File: src/rtl/seg_seq_monitor_pkg.sv
// Shared 7-segment constants and monitor state encoding.
// Patterns are active-low {g,f,e,d,c,b,a}.
package seg_seq_monitor_pkg;

  localparam logic [6:0] HEX_0 = 7'b1000000;
  localparam logic [6:0] HEX_1 = 7'b1111001;
  localparam logic [6:0] HEX_2 = 7'b0100100;
  localparam logic [6:0] HEX_3 = 7'b0110000;
  localparam logic [6:0] HEX_4 = 7'b0011001;
  localparam logic [6:0] HEX_5 = 7'b0010010;
  localparam logic [6:0] HEX_6 = 7'b0000010;
  localparam logic [6:0] HEX_7 = 7'b1111000;
  localparam logic [6:0] HEX_8 = 7'b0000000;
  localparam logic [6:0] HEX_9 = 7'b0011000;

  localparam logic [3:0] DIG_INV = 4'hF;

  typedef enum logic {
    IDLE   = 1'b0,
    LOCKED = 1'b1
  } state_t;

endpackage

File: src/rtl/seg7_decode.sv
// Active-low 7-segment pattern to BCD digit decoder.
// Ports: i_hex pattern in; o_digit 0-9 or DIG_INV; o_valid legal digit.
module seg7_decode
  import seg_seq_monitor_pkg::*;
(
  input  logic [6:0] i_hex,
  output logic [3:0] o_digit,
  output logic       o_valid
);

  logic [3:0] w_dig;

  always_comb begin
    w_dig = DIG_INV;
    unique case (i_hex)
      HEX_0:   w_dig = 4'd0;
      HEX_1:   w_dig = 4'd1;
      HEX_2:   w_dig = 4'd2;
      HEX_3:   w_dig = 4'd3;
      HEX_4:   w_dig = 4'd4;
      HEX_5:   w_dig = 4'd5;
      HEX_6:   w_dig = 4'd6;
      HEX_7:   w_dig = 4'd7;
      HEX_8:   w_dig = 4'd8;
      HEX_9:   w_dig = 4'd9;
      default: w_dig = DIG_INV;
    endcase
  end

  assign o_digit = w_dig;
  assign o_valid = (w_dig != DIG_INV);

endmodule

File: src/rtl/seg_seq_monitor.sv
// Checks a 7-seg bus follows a mod-10 up/down count; reports lock/errors.
// Ports: clk, reset(n), sample_en, hex_in, dir -> digit, flags, counters.
module seg_seq_monitor
  import seg_seq_monitor_pkg::*;
#(
  parameter int CNT_W      = 8,
  parameter bit ALLOW_HOLD = 1'b1
) (
  input  logic             clk,
  input  logic             reset,
  input  logic             sample_en,
  input  logic [6:0]       hex_in,
  input  logic             dir,
  output logic [3:0]       digit,
  output logic             digit_valid,
  output logic             locked,
  output logic             err,
  output logic [CNT_W-1:0] step_count,
  output logic [CNT_W-1:0] err_count
);

  state_t           r_state, w_state_nx;
  logic [3:0]       r_digit, w_digit_nx;
  logic             r_dv, w_dv_nx;
  logic             r_err, w_err_nx;
  logic [CNT_W-1:0] r_step, w_step_nx;
  logic [CNT_W-1:0] r_errc, w_errc_nx;

  logic [3:0]       w_dec;
  logic             w_ok;
  logic [3:0]       w_exp;
  logic             w_hit;
  logic             w_hold;
  logic [CNT_W-1:0] w_step_inc;
  logic [CNT_W-1:0] w_errc_inc;

  seg7_decode u_dec (
    .i_hex   (hex_in),
    .o_digit (w_dec),
    .o_valid (w_ok)
  );

  always_comb begin
    w_exp = 4'd0;
    if (dir)
      w_exp = (r_digit == 4'd9) ? 4'd0 : r_digit + 4'd1;
    else
      w_exp = (r_digit == 4'd0) ? 4'd9 : r_digit - 4'd1;
  end

  assign w_hit  = w_ok && (w_dec == w_exp);
  assign w_hold = w_ok && ALLOW_HOLD && (w_dec == r_digit);

  assign w_step_inc = (&r_step) ? r_step : r_step + CNT_W'(1);
  assign w_errc_inc = (&r_errc) ? r_errc : r_errc + CNT_W'(1);

  always_comb begin
    w_state_nx = r_state;
    w_digit_nx = r_digit;
    w_dv_nx    = r_dv;
    w_err_nx   = 1'b0;
    w_step_nx  = r_step;
    w_errc_nx  = r_errc;
    if (sample_en) begin
      if (r_state == IDLE) begin
        w_dv_nx = w_ok;
        if (w_ok) begin
          w_digit_nx = w_dec;
          w_state_nx = LOCKED;
          w_step_nx  = '0;
        end
      end else begin
        unique case (1'b1)
          !w_ok: begin
            w_err_nx   = 1'b1;
            w_errc_nx  = w_errc_inc;
            w_dv_nx    = 1'b0;
            w_state_nx = IDLE;
          end
          w_hit: begin
            w_digit_nx = w_dec;
            w_dv_nx    = 1'b1;
            w_step_nx  = w_step_inc;
          end
          w_hold: begin
            w_dv_nx = 1'b1;
          end
          default: begin
            // Re-baseline on the observed digit and keep tracking.
            w_err_nx   = 1'b1;
            w_errc_nx  = w_errc_inc;
            w_digit_nx = w_dec;
            w_dv_nx    = 1'b1;
          end
        endcase
      end
    end
  end

  always_ff @(posedge clk or negedge reset) begin
    if (!reset) begin
      r_state <= IDLE;
      r_digit <= 4'd0;
      r_dv    <= 1'b0;
      r_err   <= 1'b0;
      r_step  <= '0;
      r_errc  <= '0;
    end else begin
      r_state <= w_state_nx;
      r_digit <= w_digit_nx;
      r_dv    <= w_dv_nx;
      r_err   <= w_err_nx;
      r_step  <= w_step_nx;
      r_errc  <= w_errc_nx;
    end
  end

  assign digit       = r_digit;
  assign digit_valid = r_dv;
  assign locked      = (r_state == LOCKED);
  assign err         = r_err;
  assign step_count  = r_step;
  assign err_count   = r_errc;

endmodule

File: config.mk
export PLATFORM = sky130hd
export DESIGN_NAME = seg_seq_monitor
export DESIGN_NICKNAME = d
export VERILOG_FILES = /design/src/rtl/seg_seq_monitor_pkg.sv /design/src/rtl/seg7_decode.sv /design/src/rtl/seg_seq_monitor.sv
export SDC_FILE = /design/constraint.sdc
export NUM_CORES = 1
export LEC_CHECK = 0
export ABC_AREA = 1
export CAP_MARGIN = 20
export CORE_UTILIZATION = 50
export CTS_BUF_LIST = sky130_fd_sc_hd__clkbuf_8
export DETAILED_ROUTE_END_ITERATION = 16
export PLACE_DENSITY = 0.82
export SLEW_MARGIN = 15
export SYNTH_ARGS = -nofsm -noshare
export SYNTH_HDL_FRONTEND = slang
export SYNTH_SLANG_ARGS = --single-unit
File: constraint.sdc
create_clock -name clk -period 4.5 [get_ports clk]
set_input_delay 0.9 -clock clk [delete_from_list [all_inputs] [get_ports clk]]
set_output_delay 0.9 -clock clk [all_outputs]
set_load 0.005 [all_outputs]
==> results of run 1 <==
==> layer usage <==
layer / up-vias / GRT usage [%] / share of wire [%]
li1: 974 / - / -
met1: 833 / 30.2 / 48
met2: 49 / 33.5 / 47
met3: 2 / 3.73 / 5.3
met4: 0 / 3.49 / 0.36
met5: - / 0 / 0
==> cell usage in the layout, fill, tap and decap left out, types with 4 or more instances in the layout <==
cell,netlist,routed
a21oi_1,8,8
clkbuf_8,0,4
clkdlybuf4s50_1,0,33
dfrtp_1,22,22
inv_1,31,31
inv_2,4,4
nand2_1,106,106
nand3_1,29,29
nand3_2,4,4
nor2_1,40,40
nor2_4,4,4
nor3_1,9,9
o21ai_0,7,7
xor2_1,6,6
==> worst max-delay path: stages <==
cell and delay, ns:
clkdlybuf4s50_1 0.53, nand3_1 0.16, clkinv_1 0.09, nand2_1 0.09, nand2_1 0.07, nor2_1 0.13, nand3_2 0.25, nand2_1 0.22
nand2_1 0.07, nand2_1 0.10, nand3_4 0.12, nand2_1 0.09, nand3_2 0.17, nand2_1 0.12, nand2_1 0.05
==> flip-flops by register name, indices dropped and copies added (netlist names) <==
name / cells
err_count: 8
step_count: 8
digit: 4
err: 1
locked: 1
==> metrics by stage <==
stage / cells / total power, uW / util [%] / worst slack [ns]
floorplan: 288 / 372 / - / 2.14
global placement: 364 / 451 / 63.7 / 1.32
detailed placement: 364 / 455 / 63.7 / 1.23
CTS: 368 / 593 / 65.3 / 1.51
global route: 368 / 630 / 65.3 / 1.24
finish: 368 / 593 / 65.3 / 1.48
==> logic make-up (layout without fill, tap and decap cells) <==
group | count (synthesis) | after routing | share of synthesized area [%]
compound gates | 19 | 19 | 6.28
xor+xnor | 6 | 6 | 2.93
fa+ha+maj | 2 | 2 | 1.40
buf+inv | 39 | 73 | 8.79
flops | 22 | 22 | 30.7
mux | 1 | 1 | 0.558
simple gates | 199 | 199 | 49.3
==> synth_stat cells <==
master / instances
o21ai_4: 1
xor2_1: 6
nand3_1: 29
nor3_1: 9
nand2_1: 106
nor2_4: 4
a21oi_2: 1
inv_2: 4
o21ai_1: 1
nor2_2: 1
ha_1: 2
o211ai_1: 1
nand4_1: 1
nand3_2: 4
inv_1: 31
a21oi_1: 8
clkinv_1: 1
buf_6: 1
dfrtp_1: 22
nand2_2: 3
clkbuf_1: 1
nor2_1: 40
buf_4: 1
mux2i_1: 1
nand3_4: 1
nand4_2: 1
o21ai_0: 7
==> power by group through the flow <==
stage	clock, uW	combinational (uW)	sequential [uW]
final	141	203	249
after detailed placement	0	202	253
after floorplan	0	125	247
after global placement	0	198	253
after global routing	147	230	253
after CTS	140	203	249
==> area by class of cell <==
type	count	area share, %
multi-input cells	227	49.0
repair buffers	33	14.9
inverters	36	6.11
clock buffers	4	2.49
flip-flops and latches	22	24.9
well taps	46	2.60
==> worst max path at each step <==
stage	startpoint	to	slack [ns]	cells after the start
floorplan	hex_in[3]	step_count[1]	2.14	14
global placement	hex_in[6]	err_count[4]	1.32	15
detailed placement	hex_in[6]	step_count[6]	1.23	15
CTS	hex_in[6]	step_count[6]	1.51	15
global route	hex_in[6]	step_count[7]	1.24	15
finish	hex_in[6]	step_count[6]	1.48	15
==> impl_metrics.ini, run 1 <==
[outcome]
status = completed

[clock_tree]
postCtsSetupRepairBufs = 0
cts.htree.levels = 1
insertion_delay_ns = 0.26
clk_pin_slew_worst_paths_ns = 0.08
cts-root-buf = clkbuf_8
cts_sinks = 22
cts_buffers = 3
cts_resized = 0
cts_hold_buf = 0
cts_tree = built
cts.path.max_buffers = 2

[min_path]
hold_depth = 2
whs_endpoint = step_count[7]
hold_path.class = register to register
hold_start = step_count[7]

[worst_setup_path]
cp.required_ns = 4.66
cp.arrival_ns = 3.17
r2r_cells = 12
reg2reg_setup_slack_ns = 2.32
cp-start-kind = input port
reg2reg_to = step_count[6]
regToRegStartpoint = digit[0]
cp_max_fo = 12
critPathKind = input port to register
end_kind = register

[power_and_ir_drop]
power_leakage_uw = 0.00113
seq_power_share_pct = 42.1
ir_drop_mv = 0.263
pwr-share-comb_pct = 34.2
swShare_pct = 34.6
p_per_area_nw_per_um2 = 268
p_int_uw = 388
pwr-share-clk_pct = 23.8
p_switching_uw = 205

[detailed_routing]
first_iter_violations = 128
wirelength_um = 3870
drc = 0
drt-vias-per-instance = 5.05
drtPass1Iterations = 4
num_vias = 1858
ant_nets = 0
wire_per_inst_um = 10.5

[die]
die-area_um2 = 3830
std_cell_rows = 21
start_util_pct = 52.9
die_w_um = 61.9
die_y_um = 61.9
io_pins = 34
core-area_um2 = 3390

[cells_and_area]
n_fill_cell = 306
area_growth_pct = 23.4
multi_input_area_um2 = 1080
fin_area_um2 = 2210
drive_above_1_share_pct = 7.45
seqCellArea_um2 = 551
finish.net_count = 336
n_antenna_cell = 0

[timing]
setup-violations-final = 0
setup_tns_ns = 0
max_freq_mhz = 331
worst_clock_skew_ns = 0.00209
worst_pin_slew_ns = 0.987
maxSlewViolCount = 0
holdWs_ns = 0.516
grt_setup_unrepaired = false
finalHoldViolations = 0
relSlewSlack_pct = 34.0
fin_crit_sh_pct = 67.0
final.min_clock_period_ns = 3.02

[logic_synthesis]
synth.yosys.seq_area_share_pct = 30.7
ys_ff_latch = 22
synth_top_cell_by_area = dfrtp_1
syn_area_um2 = 1790
synth_top_area_share_pct = 30.7
ys_types = 27
syn_inst = 288
yosysWarnings = 0
synth_area_leaders = dfrtp_1, nand2_1, nor2_1
avgSynthCellArea_um2 = 6.23
synth_nets = 301

[placed_design]
gp_congestion = 0.930
port_buffers = 33
dpl_cell_area_um2 = 2160
post-dp-hpwl_um = 2970

[flow_run]
drv_cap = 0

[global_route]
grt_pass1_wl_um = 6100
grt_max_degree = 23
antenna_found_initial = 0
overflow = 0
grt_pass1_vias = 1460
grt_use_total_pct = 21.0
Power figures use the tool's default switching activity.
==> inputs of run 2 (changes only) <==
--- a/config.mk
+++ b/config.mk
@@ -7,10 +7,10 @@
 export LEC_CHECK = 0
 export ABC_AREA = 1
 export CAP_MARGIN = 20
-export CORE_UTILIZATION = 50
+export CORE_UTILIZATION = 49
 export CTS_BUF_LIST = sky130_fd_sc_hd__clkbuf_8
 export DETAILED_ROUTE_END_ITERATION = 16
-export PLACE_DENSITY = 0.82
+export PLACE_DENSITY = 0.84
 export SLEW_MARGIN = 15
 export SYNTH_ARGS = -nofsm -noshare
 export SYNTH_HDL_FRONTEND = slang
==> constraint.sdc (replaced) <==
create_clock -name clk -period 2.71 [get_ports clk]
set_input_delay 0.542 -clock clk [delete_from_list [all_inputs] [get_ports clk]]
set_output_delay 0.542 -clock clk [all_outputs]
set_load 0.005 [all_outputs]
==> impl_metrics.ini, run 2 (synthesis results as in run 1) <==
[power_and_ir_drop]
p_int_uw = 623
swShare_pct = 35.2
pwr-share-clk_pct = 20.3
p_per_area_nw_per_um2 = 415
pwr-share-comb_pct = 36.5
seq_power_share_pct = 43.2
total_power_uw = 962
ir_drop_mv = 0.375
p_switching_uw = 338
power_leakage_uw = 0.00118

[placed_design]
port_buffers = 33
post-dp-hpwl_um = 3030
gp_congestion = 0.892
dpl_cell_area_um2 = 2230

[die]
core-area_um2 = 3420
io_pins = 34
die-area_um2 = 3910
die_w_um = 62.5
std_cell_rows = 21
die_y_um = 62.5
start_util_pct = 52.5

[timing]
holdWs_ns = 0.516
final.min_clock_period_ns = 2.54
worst_pin_slew_ns = 0.457
fin_crit_sh_pct = 93.9
setup_tns_ns = 0
relSlewSlack_pct = 69.6
setup-violations-final = 0
maxSlewViolCount = 0
finalHoldViolations = 0
max_freq_mhz = 393
worst_clock_skew_ns = 0.00277

[cells_and_area]
layout_commonest_cell = nand2_1
drive_above_1_share_pct = 12.1
area_growth_pct = 29.2
fin_util_pct = 67.8
final_cell_mix = nand2_1, nor2_1, clkdlybuf4s50_1
fin_area_um2 = 2320
finish.net_count = 346
n_fill_cell = 309
n_antenna_cell = 0

[clock_tree]
clk_pin_slew_worst_paths_ns = 0.07
cts.path.max_buffers = 2
cts_sinks = 22
cts_hold_buf = 0
cts.htree.levels = 1
postCtsSetupRepairBufs = 0
insertion_delay_ns = 0.26
cts_tree = built
cts-root-buf = clkbuf_8
cts_buffers = 3

[detailed_routing]
num_vias = 1918
drtPass1Iterations = 5
drc = 0
drt-vias-per-instance = 5.09
ant_nets = 0
first_iter_violations = 132
wirelength_um = 4030
wire_per_inst_um = 10.7

[worst_setup_path]
critPathKind = input port to register
cp-start-kind = input port
cp.required_ns = 2.86
cp_max_fo = 8
end_kind = register
cp.arrival_ns = 2.69

[global_route]
grt_pass1_vias = 1615
grt_max_degree = 23
antenna_found_initial = 0
grt_pass1_wl_um = 6870
grt_use_total_pct = 21.5
overflow = 0

[outcome]
status = completed

[min_path]
hold_path.class = register to register

[flow_run]
drv_cap = 0
## run 2: changes by cell type in the layout (fill, tap and decap cells not counted), moves of 2 or more
cell and change:
nor3_1 -2, nor3_2 +2, nor2_2 +3, nor2_1 -3, buf_4 +10
## run 2: final cells by class
cell class	instances	area [um2]	share of cell area, %
timing repair buffer	43	408	17.6
sequential	22	551	23.8
tap	46	57.6	2.48
inverter	36	135	5.83
multi-input combinational	227	1120	48.5
clock buffer	3	41.3	1.78
## run 2: worst paths after layout
| kind | startpoint | slack, ns | to | depth (start not counted) |
|---|---|---|---|---|
| worst min-delay path | step_count[7] | 0.52 | step_count[7] | 2 |
| worst max-delay path | hex_in[4] | 0.17 | step_count[3] | 13 |
| max in group asynchronous | reset | 1.86 | step_count[4] | 2 |
| worst max register to register | digit[0] | 0.56 | step_count[3] | 17 |
| min in group asynchronous | reset | 0.63 | step_count[6] | 2 |
| worst min register to register | step_count[7] | 0.52 | step_count[7] | 2 |
## run 2: metal layers
| layer | GRT usage (%) | vias to the layer above | part of all wire [%] |
|---|---|---|---|
| met4 | 3.49 | 0 | 0.32 |
| li1 | - | 994 | - |
| met3 | 3.47 | 2 | 5.6 |
| met5 | 0 | - | 0 |
| met2 | 35.7 | 63 | 46 |
| met1 | 29.6 | 859 | 48 |
## run 2: stage by stage
stage	setup slack, ns	instances
6_report	0.166	377
2_1_floorplan	0.710	288
3_3_place_gp	-0.0754	374
3_5_place_dp	-0.148	374
5_1_grt	-0.0599	377
4_1_cts	0.132	377
## run 2: timing repair
item	4_1_cts	5_1_grt
endpoints found under the setup margin	0	16
gates resized for setup	0	10
hold endpoints to repair	0	0
## run 2: power by group through the flow
| stage | logic, uW | registers [uW] | clock network (uW) |
|---|---|---|---|
| after floorplan | 207 | 410 | 0 |
| after global placement | 337 | 420 | 0 |
| after detailed placement | 343 | 420 | 0 |
| after CTS | 346 | 414 | 199 |
| after global routing | 396 | 422 | 214 |
| final | 351 | 416 | 195 |
## run 2: critical path, stage by stage
cell and delay, ns:
clkdlybuf4s50_1 0.59, nand3_1 0.17, nor3_1 0.31, nor3_2 0.10, buf_4 0.15, nand3_1 0.07, nand2_1 0.09, nor2_4 0.11
nand3_4 0.11, nand2_1 0.10, nand3_2 0.17, nand2_1 0.11, nand2_1 0.05
==> inputs of run 3 (changes only) <==
--- a/config.mk
+++ b/config.mk
@@ -7,11 +7,12 @@
 export LEC_CHECK = 0
 export ABC_AREA = 1
 export CAP_MARGIN = 20
+export CORE_MARGIN = 4
 export CORE_UTILIZATION = 49
 export CTS_BUF_LIST = sky130_fd_sc_hd__clkbuf_8
 export DETAILED_ROUTE_END_ITERATION = 16
 export PLACE_DENSITY = 0.84
-export SLEW_MARGIN = 15
+export SLEW_MARGIN = 0
 export SYNTH_ARGS = -nofsm -noshare
 export SYNTH_HDL_FRONTEND = slang
 export SYNTH_SLANG_ARGS = --single-unit
==> impl_metrics.ini, run 3 (synthesis results as in run 1) <==
[timing]
worst_clock_skew_ns = 0.00230
holdWs_ns = 0.508
finalHoldViolations = 0
worst_pin_slew_ns = 0.459
setup-violations-final = 0
max_freq_mhz = 396
fin_crit_sh_pct = 93.3
maxSlewViolCount = 0
relSlewSlack_pct = 69.4
final.min_clock_period_ns = 2.53

[clock_tree]
insertion_delay_ns = 0.26
cts_buffers = 3
cts_sinks = 22
clk_pin_slew_worst_paths_ns = 0.07
cts_tree = built
postCtsSetupRepairBufs = 0
cts.path.max_buffers = 2
cts_hold_buf = 0
cts-root-buf = clkbuf_8
cts.htree.levels = 1
cts_resized = 0

[die]
die-area_um2 = 4690
io_pins = 34
die_y_um = 68.5
core-area_um2 = 3440
start_util_pct = 52.1
std_cell_rows = 21
die_w_um = 68.5

[cells_and_area]
n_antenna_cell = 0
drive_above_1_share_pct = 12.6
n_fill_cell = 311
layout_commonest_cell = nand2_1
area_growth_pct = 30.1
finish.net_count = 348
final_cell_mix = nand2_1, nor2_1, clkdlybuf4s50_1
fin_area_um2 = 2330

[detailed_routing]
drtPass1Iterations = 4
drt-vias-per-instance = 4.97
num_vias = 1882
wire_per_inst_um = 11.2
ant_nets = 0
drc = 0
wirelength_um = 4240
first_iter_violations = 87

[worst_setup_path]
slowest_delay_ns = 0.48
path_common_cell = nand2_1
cp.required_ns = 2.87
path_cells = clkdlybuf4s50_1, inv_2, nand2_1, nor2_1, nand2_2, nand2_2, nor2_4, buf_4, nand3_1, nand2_1, inv_1, nand2_1, nor2_2, nand3_4, nand2_1, nand3_2, nand2_1, nand2_1
cp-start-kind = input port
crit_slowest_cell = clkdlybuf4s50_1
critPathKind = input port to register
cp.arrival_ns = 2.69
cp_max_fo = 8
end_kind = register

[outcome]
status = completed

[min_path]
hold_path.class = register to register

[flow_run]
drv_cap = 0

[global_route]
overflow = 0
grt_pass1_wl_um = 7100
grt_max_degree = 23
grt_use_total_pct = 19.6
antenna_found_initial = 0
grt_pass1_vias = 1710

[placed_design]
gp_congestion = 0.940
dpl_cell_area_um2 = 2250
post-dp-hpwl_um = 3250
port_buffers = 33

[power_and_ir_drop]
p_per_area_nw_per_um2 = 416
power_leakage_uw = 0.00119
ir_drop_mv = 0.361
## run 3: changes by cell type in the layout (fill, tap and decap cells not counted)
cell / previous run / this run
buf_4: 10 / 12
## run 3: layer usage
| layer | up-vias | GRT usage, % | part of all wire (%) |
|---|---|---|---|
| met3 | 5 | 4.05 | 3.5 |
| li1 | 997 | - | - |
| met2 | 39 | 31.1 | 47 |
| met1 | 841 | 26.7 | 49 |
| met5 | - | 0 | 0 |
| met4 | 0 | 5.96 | 0.90 |
## run 3: power by group
| part | switching (uW) | internal [uW] | total, uW |
|---|---|---|---|
| Sequential | 51.7 | 361 | 413 |
| Combinational | 192 | 163 | 355 |
| Clock | 103 | 99.4 | 202 |
## run 3: path summary, 6_finish.rpt
path | endpoint | slack [ns] | startpoint | cells past startpoint
worst max-delay path | step_count[0] | 0.18 | hex_in[5] | 18
min in group asynchronous | step_count[3] | 0.62 | reset | 2
worst min register to register | step_count[7] | 0.51 | step_count[7] | 2
worst max register to register | step_count[0] | 0.56 | digit[0] | 12
max in group asynchronous | step_count[6] | 1.87 | reset | 2
worst min-delay path | step_count[7] | 0.51 | step_count[7] | 2
## run 3: per-stage QoR
step | std cells | util, % | worst slack [ns] | total power, uW | setup TNS (ns)
4_1_cts | 379 | 66.5 | 0.138 | 969 | 0
3_5_place_dp | 376 | 65.3 | -0.153 | 767 | -1.87
3_3_place_gp | 376 | 65.3 | -0.101 | 758 | -1.44
2_1_floorplan | 288 | - | 0.710 | 617 | 0
6_report | 379 | 67.8 | 0.183 | 970 | 0
5_1_grt | 379 | 67.8 | -0.00972 | 1040 | -0.0187
## run 3: layout make-up
| type | instances | area, um2 | area share [%] |
|---|---|---|---|
| repair buffers | 45 | 423 | 18.1 |
| multi-input cells | 227 | 1120 | 48.2 |
| clock buffers | 3 | 41.3 | 1.77 |
| flip-flops and latches | 22 | 551 | 23.6 |
| well taps | 46 | 57.6 | 2.47 |
| inverters | 36 | 135 | 5.79 |
## run 3: worst max-delay path: cells and delay by family
family	cells	cell delay, ns
AND/OR/NAND/NOR	14	1.36
buffers and inverters	4	0.77
